File: src/rtl/unified_mem_arbiter_pkg.sv
// rtl/unified_mem_arbiter_pkg.sv - shared types for the fetch/data memory arbiter
package unified_mem_arbiter_pkg;

   typedef enum logic [2:0] {
      IDLE   = 3'd0,
      F_REQ  = 3'd1,
      F_WAIT = 3'd2,
      EXEC   = 3'd3,
      D_REQ  = 3'd4,
      D_WAIT = 3'd5,
      D_DONE = 3'd6
   } arb_state_t;

   typedef struct packed {
      logic        we;
      logic [31:0] addr;
      logic [31:0] wdata;
      logic [3:0]  strb;
   } bus_req_t;

   localparam logic [3:0] STRB_ALL = 4'hF;

   // States in which the arbiter is waiting on the bus and may time out
   function automatic logic is_bus_wait(arb_state_t s);
      return s inside {F_REQ, F_WAIT, D_REQ, D_WAIT};
   endfunction

endpackage

File: src/rtl/unified_mem_arbiter_bus_timeout.sv
// rtl/unified_mem_arbiter_bus_timeout.sv - bus wait counter with clear/enable and expiry flag
module unified_mem_arbiter_bus_timeout #(
   parameter int TIMEOUT_CYCLES = 256,
   parameter int CNT_W          = 9
) (
   input  logic clock,
   input  logic reset,
   input  logic clear_i,
   input  logic enable_i,
   output logic expired_o
);

   // A zero TIMEOUT_CYCLES wraps LIMIT harmlessly; expiry is gated off below
   localparam logic [CNT_W-1:0] LIMIT = CNT_W'(TIMEOUT_CYCLES - 1);

   logic [CNT_W-1:0] cnt_q, cnt_d;

   // Next count: restart on state entry, otherwise advance while waiting
   always_comb begin
      cnt_d = cnt_q;
      if (clear_i) begin
         cnt_d = '0;
      end else if (enable_i) begin
         cnt_d = cnt_q + 1'b1;
      end
   end

   // Counter register
   always_ff @(posedge clock or posedge reset) begin
      if (reset) begin
         cnt_q <= '0;
      end else begin
         cnt_q <= cnt_d;
      end
   end

   assign expired_o = (TIMEOUT_CYCLES != 0) && enable_i && (cnt_q == LIMIT);

endmodule

File: src/rtl/unified_mem_arbiter.sv
// rtl/unified_mem_arbiter.sv - sequences core fetch and data accesses onto one memory bus
module unified_mem_arbiter
   import unified_mem_arbiter_pkg::*;
#(
   parameter int TIMEOUT_CYCLES = 256,
   parameter int CNT_W          = 9
) (
   input  logic        clock,
   input  logic        reset,
   input  logic [31:0] pc,
   output logic [31:0] instruction,
   output logic        instr_valid,
   input  logic [31:0] address,
   input  logic        read_enable,
   input  logic        write_enable,
   input  logic [31:0] write_data,
   input  logic [3:0]  strb,
   output logic [31:0] read_data,
   output logic        read_valid,
   output logic        write_ready,
   output logic        mem_req,
   output logic        mem_we,
   output logic [31:0] mem_addr,
   output logic [31:0] mem_wdata,
   output logic [3:0]  mem_strb,
   input  logic        mem_ready,
   input  logic        mem_rvalid,
   input  logic [31:0] mem_rdata,
   output logic        bus_error
);

   arb_state_t  state_q, state_d;
   logic [31:0] instr_q, instr_d;
   logic [31:0] rdata_q, rdata_d;
   bus_req_t    req_q, req_d;
   logic        timeout;

   unified_mem_arbiter_bus_timeout #(
      .TIMEOUT_CYCLES(TIMEOUT_CYCLES),
      .CNT_W         (CNT_W)
   ) u_timeout (
      .clock    (clock),
      .reset    (reset),
      .clear_i  (state_d != state_q),
      .enable_i (is_bus_wait(state_q)),
      .expired_o(timeout)
   );

   // State register; reset abandons any bus transaction at once
   always_ff @(posedge clock or posedge reset) begin
      if (reset) begin
         state_q <= IDLE;
      end else begin
         state_q <= state_d;
      end
   end

   // Next state; a timeout force-completes the current bus phase
   always_comb begin
      state_d = state_q;
      case (state_q)
         IDLE:    state_d = F_REQ;
         F_REQ:   if (timeout) state_d = EXEC; else if (mem_ready) state_d = F_WAIT;
         F_WAIT:  if (timeout || mem_rvalid) state_d = EXEC;
         EXEC:    state_d = (read_enable || write_enable) ? D_REQ : F_REQ;
         D_REQ:   if (timeout) state_d = D_DONE;
                  else if (mem_ready) state_d = req_q.we ? D_DONE : D_WAIT;
         D_WAIT:  if (timeout || mem_rvalid) state_d = D_DONE;
         D_DONE:  state_d = F_REQ;
         default: state_d = IDLE;
      endcase
   end

   // Buffer updates: instruction word, load data and the latched data request
   always_comb begin
      instr_d = instr_q;
      rdata_d = rdata_q;
      req_d   = req_q;
      case (state_q)
         F_REQ:   if (timeout) instr_d = '0;
         F_WAIT:  if (timeout) instr_d = '0; else if (mem_rvalid) instr_d = mem_rdata;
         EXEC: begin
            if (read_enable || write_enable) begin
               req_d.we    = write_enable;
               req_d.addr  = address;
               req_d.wdata = write_data;
               req_d.strb  = strb;
            end
         end
         D_REQ:   if (timeout && !req_q.we) rdata_d = '0;
         D_WAIT:  if (timeout) rdata_d = '0; else if (mem_rvalid) rdata_d = mem_rdata;
         default: ;
      endcase
   end

   // Buffer registers
   always_ff @(posedge clock or posedge reset) begin
      if (reset) begin
         instr_q <= '0;
         rdata_q <= '0;
         req_q   <= '0;
      end else begin
         instr_q <= instr_d;
         rdata_q <= rdata_d;
         req_q   <= req_d;
      end
   end

   // Outputs from state and buffers only; pc passes through solely during F_REQ
   always_comb begin
      instr_valid = 1'b0;
      read_valid  = 1'b0;
      write_ready = 1'b0;
      mem_req     = 1'b0;
      mem_we      = 1'b0;
      mem_addr    = '0;
      mem_wdata   = '0;
      mem_strb    = '0;
      case (state_q)
         F_REQ: begin
            mem_req  = !timeout;
            mem_addr = pc;
            mem_strb = STRB_ALL;
         end
         EXEC:   instr_valid = 1'b1;
         D_REQ: begin
            instr_valid = 1'b1;
            mem_req     = !timeout;
            mem_we      = req_q.we;
            mem_addr    = req_q.addr;
            mem_wdata   = req_q.we ? req_q.wdata : '0;
            mem_strb    = req_q.we ? req_q.strb : STRB_ALL;
         end
         D_WAIT: instr_valid = 1'b1;
         D_DONE: begin
            instr_valid = 1'b1;
            read_valid  = !req_q.we;
            write_ready = req_q.we;
         end
         default: ;
      endcase
   end

   assign instruction = instr_q;
   assign read_data   = rdata_q;
   assign bus_error   = timeout;

endmodule

File: config.mk
export PLATFORM = sky130hd
export DESIGN_NAME = unified_mem_arbiter
export DESIGN_NICKNAME = d
export VERILOG_FILES = /design/src/rtl/unified_mem_arbiter_pkg.sv /design/src/rtl/unified_mem_arbiter_bus_timeout.sv /design/src/rtl/unified_mem_arbiter.sv
export SDC_FILE = /design/constraint.sdc
export NUM_CORES = 1
export LEC_CHECK = 0
export ABC_CLOCK_PERIOD_IN_PS = 6340
export CAP_MARGIN = 20
export CELL_PAD_IN_SITES_DETAIL_PLACEMENT = 1
export CELL_PAD_IN_SITES_GLOBAL_PLACEMENT = 2
export CORE_MARGIN = 3
export CORE_UTILIZATION = 39
export CTS_CLUSTER_SIZE = 12
export DETAILED_ROUTE_END_ITERATION = 12
export DONT_BUFFER_PORTS = 1
export GPL_ROUTABILITY_DRIVEN = 0
export GPL_TIMING_DRIVEN = 1
export PLACE_DENSITY_LB_ADDON = 0.1
export SLEW_MARGIN = 20
export SYNTH_ARGS = -nofsm -noshare
export SYNTH_HDL_FRONTEND = slang
export SYNTH_SLANG_ARGS = --single-unit
File: constraint.sdc
create_clock -name clock -period 6.34 [get_ports clock]
set_input_delay 1.268 -clock clock [delete_from_list [all_inputs] [get_ports clock]]
set_output_delay 1.268 -clock clock [all_outputs]
set_load 0.03 [all_outputs]
======== After elaboration in Yosys (flattened, before gate mapping) ========
Cells that the tools add are included.
word-level totals
  input bits .............................. 138
  register bits ........................... 145
  bits in latches ......................... 0
  bits in writable memories ............... 0
  word-level logic and storage cells ...... 65
  memory bits (read-only) ................. 0
  memories kept ........................... 0
operators by class
  multiply operators ...................... 0
  eq/ne operators ......................... 12
  bitwise gates (word level) .............. 0
  mux-type cells .......................... 27
  shift-type cells ........................ 0
  div/mod/pow operators ................... 0
  add/subtract/negate cells ............... 1
  reductions and logical operators ........ 17
  magnitude comparators ................... 0
operators with widths
  operator               count
  $mux W32               6
  $pmux W32 S2           3
  $mux W3                7
  $mux W9                2
  $pmux W3 S6            1
  $add A9 B1 Y9 const B  1
  $eq A3 B3 Y1 const B   3
  $eq A9 B8 Y1 const B   1
  $pmux W4 S2            1
  $eq A3 B2 Y1 const B   2
  $ne A3 B3 Y1 const B   2
  $reduce_and A3 Y1      2
  $reduce_bool A2 Y1     3
  $mux W1                5
  $mux W4                1
  $reduce_bool A4 Y1     1
  $reduce_or A2 Y1       2
  $reduce_or A4 Y1       1
  $eq A3 B1 Y1 const B   1
  $logic_not A3 Y1       1
  $ne A3 B3 Y1           1
  $logic_and A1 B1 Y1    2
  $logic_not A1 Y1       2
  $logic_or A1 B1 Y1     2
  other kinds (4)        4

======== Logic depth before layout (Yosys ltp) ========
  word-level depth ........................ 8
  gate-level depth with buffers ........... 10
  mapped depth without buffers ............ 9

======== Hierarchy ========
Synthesis repeated with hierarchy kept, for this count alone.
unflattened totals
  cells, all modules ...................... 570
  area total of the unflattened synthesis .. 6731.5 sq um
by module, submodules not included
  module                           times used  cells each  seq. area each (sq um)  area each (sq um)
  unified_mem_arbiter              1           524         3403.3                  6272.3
  unified_mem_arbiter_bus_timeout  1           46          225.2                   459.2

======== Worst setup path after synthesis ========
OpenSTA, ideal clock, no wires.
  kind .................................... flip-flop to output port
  from .................................... register u_timeout.cnt_q[4]
  to ...................................... output port mem_req
  setup slack ............................. 3.140 ns
  data arrival time ....................... 1.932 ns
  data required time ...................... 5.072 ns
  cell stages (with the launch flop) ...... 8
  cell sequence ........................... dfrtp_1 and3_1 and2_1 and4_1 ha_1 buf_6 and2_1 nor2_1
on the way
  word-level cells in the longest chain between the ends .. 4
ends and longest elaborated chain
  element                 line                                                    source
  from (decl)             unified_mem_arbiter_bus_timeout.sv:16                   logic [CNT_W-1:0] cnt_q, cnt_d;
  from (signal assigned)  unified_mem_arbiter_bus_timeout.sv:33                   cnt_q <= cnt_d;
  $eq A9 B8 Y1            unified_mem_arbiter_bus_timeout.sv:37                   assign expired_o = (TIMEOUT_CYCLES != 0) && enable_i && (cnt_q == LIMIT);
  $logic_and A1 B1 Y1     unified_mem_arbiter_bus_timeout.sv:37
  via bus_error           unified_mem_arbiter.sv:29                               output logic bus_error
  $logic_not A1 Y1        unified_mem_arbiter.sv:121, unified_mem_arbiter.sv:128
  $mux W1                 -
  to (decl)               unified_mem_arbiter.sv:21                               output logic mem_req,
The timed path passes the listed nets, and every way through them passes these cells.

======== Final worst setup path ========
  from .................................... register state_q[2]
  to ...................................... output port mem_strb[1]
on the way
  word-level cells in the longest chain between the ends .. 2
  elaborated cells on any way between the ends .. 3
ends and longest elaborated chain
  element                                       line                        source
  from (decl)                                   unified_mem_arbiter.sv:32   arb_state_t state_q, state_d;
  from (signal assigned)                        unified_mem_arbiter.sv:54   state_q <= state_d;
  $eq A3 B3 Y1 or $eq A3 B1 Y1 (tied branches)  unified_mem_arbiter.sv:119  case (state_q)
  $pmux W4 S2 (*)                               unified_mem_arbiter.sv:119
  to (decl)                                     unified_mem_arbiter.sv:25   output logic [3:0] mem_strb,
Every way passes the cells marked *; elsewhere a longest branch is shown, timed or not.

==> run metrics <==
Synth async-reset ratio=between 90% and 100%; grt ovf=0; ys flop type=dfrtp_1; max_cap viols=0; WL final=16970 um; Worst Clk Skew=approximately 0.0080 ns; RSZ-0062 raised after global routing=no; layout cells sized above 1=approximately 25%; Peak VDD IR=roughly 0.00028 V; detailed-route wire length per cell=between 20 and 25 um; Max FO, Critical Path=48; DR pass1 iterations=4; startpoint types=flip-flop; final setup fails=0; clk_lat worst skew=0.41 ns; Synth Area per Inst=~13 um^2; clock root buffer=clkbuf_16; final instance area=about 7000 um^2; CP arrival=about 3.2 ns; Initial Util=approximately two fifths; Die X-Extent=132.8 um; top cell type's share of synthesized area=57.88%; DP Area=6369 um^2; DIE AREA=between 15000 and 20000 um^2; Area Growth Syn to Fin=11.12%; Post-CTS Resized=0; Worst Max-Slew Pin Slew=approximately 1.0 ns; Die Y=roughly 130 um; Synth Instances=about 470; Synthesized Nets=slightly above 600; Syn. warnings=0; vias=4000; largest net degree at the start of global routing=96; critical path endpoint category=primary output; cts hold-fix bufs=0; io pins=roughly 280; Slew Limit Headroom=a little under a third; Final Power=about 4400 uW; required time worst endpoint=between 5 and 6 ns; status=finished, final reports clean; Setup Total Neg Slack=0 ns; post-synthesis sequential area ratio=57.88%; f_max=~230 MHz; post-route setup slack=approximately 1.9 ns; min cycle time layout=4.421 ns; # clock sinks=145; Inserted Clock Buffers=17; Synth Register Bits=~150; pwr dens=~630 nW/um^2; CTS max path bufs=2; Initial DRC Count=120; buffers added on ports=0; row count=45; final hold violation count=0; first-pass GRT wire length=26590 um; period utilization=approximately 70%; number of enable flip-flop cells after synthesis=0; Hold/Removal Path Class=reg2reg; Detail Route Antenna Nets=0; DRC Markers=0; H-tree level count=4; Final HPWL DP=11860 um; core box area=15480 um^2; r2r setup slk=3.03 ns; fin nets=approximately 600; top cells by area, synth=dfrtp_1 (58%), a22o_1 (14%), mux2_2 (12%); GRT Total Usage=19.18%; largest area contributor in the netlist=dfrtp_1; Clock Pin Slew Worst Setup and Hold Paths=roughly 0.060 ns; vias per inst=slightly below 6; static leakage=0.003194 uW; WS Path Type=reg2out; post-synth cell types=42; max-slew violation count=0; Synth Cell Area=around 6300 um^2; Final Util=between 40 and 50%; vias in the first global route=4372; CTS tree=done; Setup Fix Bufs, Post-CTS=0; dpl ws=between 2 and 2.5 ns; initial antenna violation count=2
[final cells by class]
class | instances | area (um^2)
Fill cell | 1572 | 8518
Tap cell | 211 | 264.0
Clock inverter | 15 | 168.9
Timing Repair Buffer | 9 | 67.56
Clock buffer | 17 | 425.4
Multi-Input combinational cell | 282 | 2392
Sequential cell | 145 | 3628
Antenna cell | 1 | 2.502
Inverter | 3 | 16.27
[logic make-up (layout without fill, tap and decap cells)]
group | count (synthesis) | after routing | synth area share (%)
mux | 70 | 70 | 12.59
compound gates | 118 | 118 | 15.93
xor+xnor | 9 | 9 | 1.258
other cells | 0 | 1 | 0
fa+ha+maj | 2 | 2 | 0.3991
simple gates | 83 | 83 | 7.964
buf+inv | 46 | 44 | 3.972
flops | 145 | 145 | 57.88
[registers in the layout, summed over array words and instances, names as in the netlist]
register	count
u_timeout.cnt_q	9
instruction	32
state_q	3
read_data	32
req_q	69
[worst max-delay path, cell delays in order, from the launching register on]
cell and delay [ns]:
dfrtp_1 0.73, nor3b_4 0.88, buf_4 0.54, o21ai_0 0.16, o21ai_0 0.42
[path summary, 6_finish.rpt]
kind / cells past startpoint / endpoint / start
worst max-delay path: 4 / mem_strb[1] / state_q[2]
worst min-delay path: 1 / req_q[34] / req_q[34]
worst max register to register: 6 / u_timeout.cnt_q[3] / state_q[2]
worst min register to register: 1 / req_q[34] / req_q[34]
max in group asynchronous: 2 / instruction[29] / reset
min in group asynchronous: 1 / instruction[2] / reset
[cell usage after synthesis (2+ instances only)]
cell type  number
a21o_1          2
ha_1            2
and2_1          3
and3_1         35
buf_2          19
o21ai_0         9
buf_4           8
a22o_1         98
nor2_1          9
nand3_1         2
nand4_1         4
nand2_1         7
nor2b_1         2
dfrtp_1       145
mux2_2         68
nor3_1          8
nand2b_1        2
clkbuf_1       13
o21bai_1        3
xor2_1          6
xnor2_1         3
inv_1           3
buf_6           3
[placed cells by master, fill, tap and decap left out, drive strengths merged, types with 2 or more instances in the layout]
cell     Yosys  layout
clkinv       0       5
a21o         2       2
inv          3      11
ha           2       2
nand3        2       2
nor2        10      10
o21ai        9       9
nand2        8       8
dfrtp      145     145
nor2b        2       2
mux2        68      68
nand4        4       4
nor3b        3       3
clkbuf      13      17
a22o        98      98
o21bai       3       3
xnor2        3       3
mux2i        2       2
nand2b       2       2
a2111oi      2       2
buf         30       9
and2         3       3
xor2         6       6
nor3         8       8
and3        35      35
or2          2       2
[per-layer routing]
metal / track usage (%) / share of wire, % / up-vias
li1: - / - / 1739
met1: 23.14 / 40 / 2048
met2: 30.47 / 48 / 186
met3: 8.821 / 9.7 / 25
met4: 6.524 / 2.1 / 2
met5: 0 / 0.041 / -
[where the power goes]
part           switching, uW  internal (uW)
Clock                    436            561
Sequential               689           1350
Combinational            790            549
Total                   1910           2460
[per-stage QoR]
step	cells	hold slack, ns
floorplan	473	0.4720
global placement	650	0.4828
detailed placement	650	0.4894
CTS	682	0.5034
global route	683	0.5143
finish	683	0.5001
No activity file was read; power rests on OpenSTA's default activity.
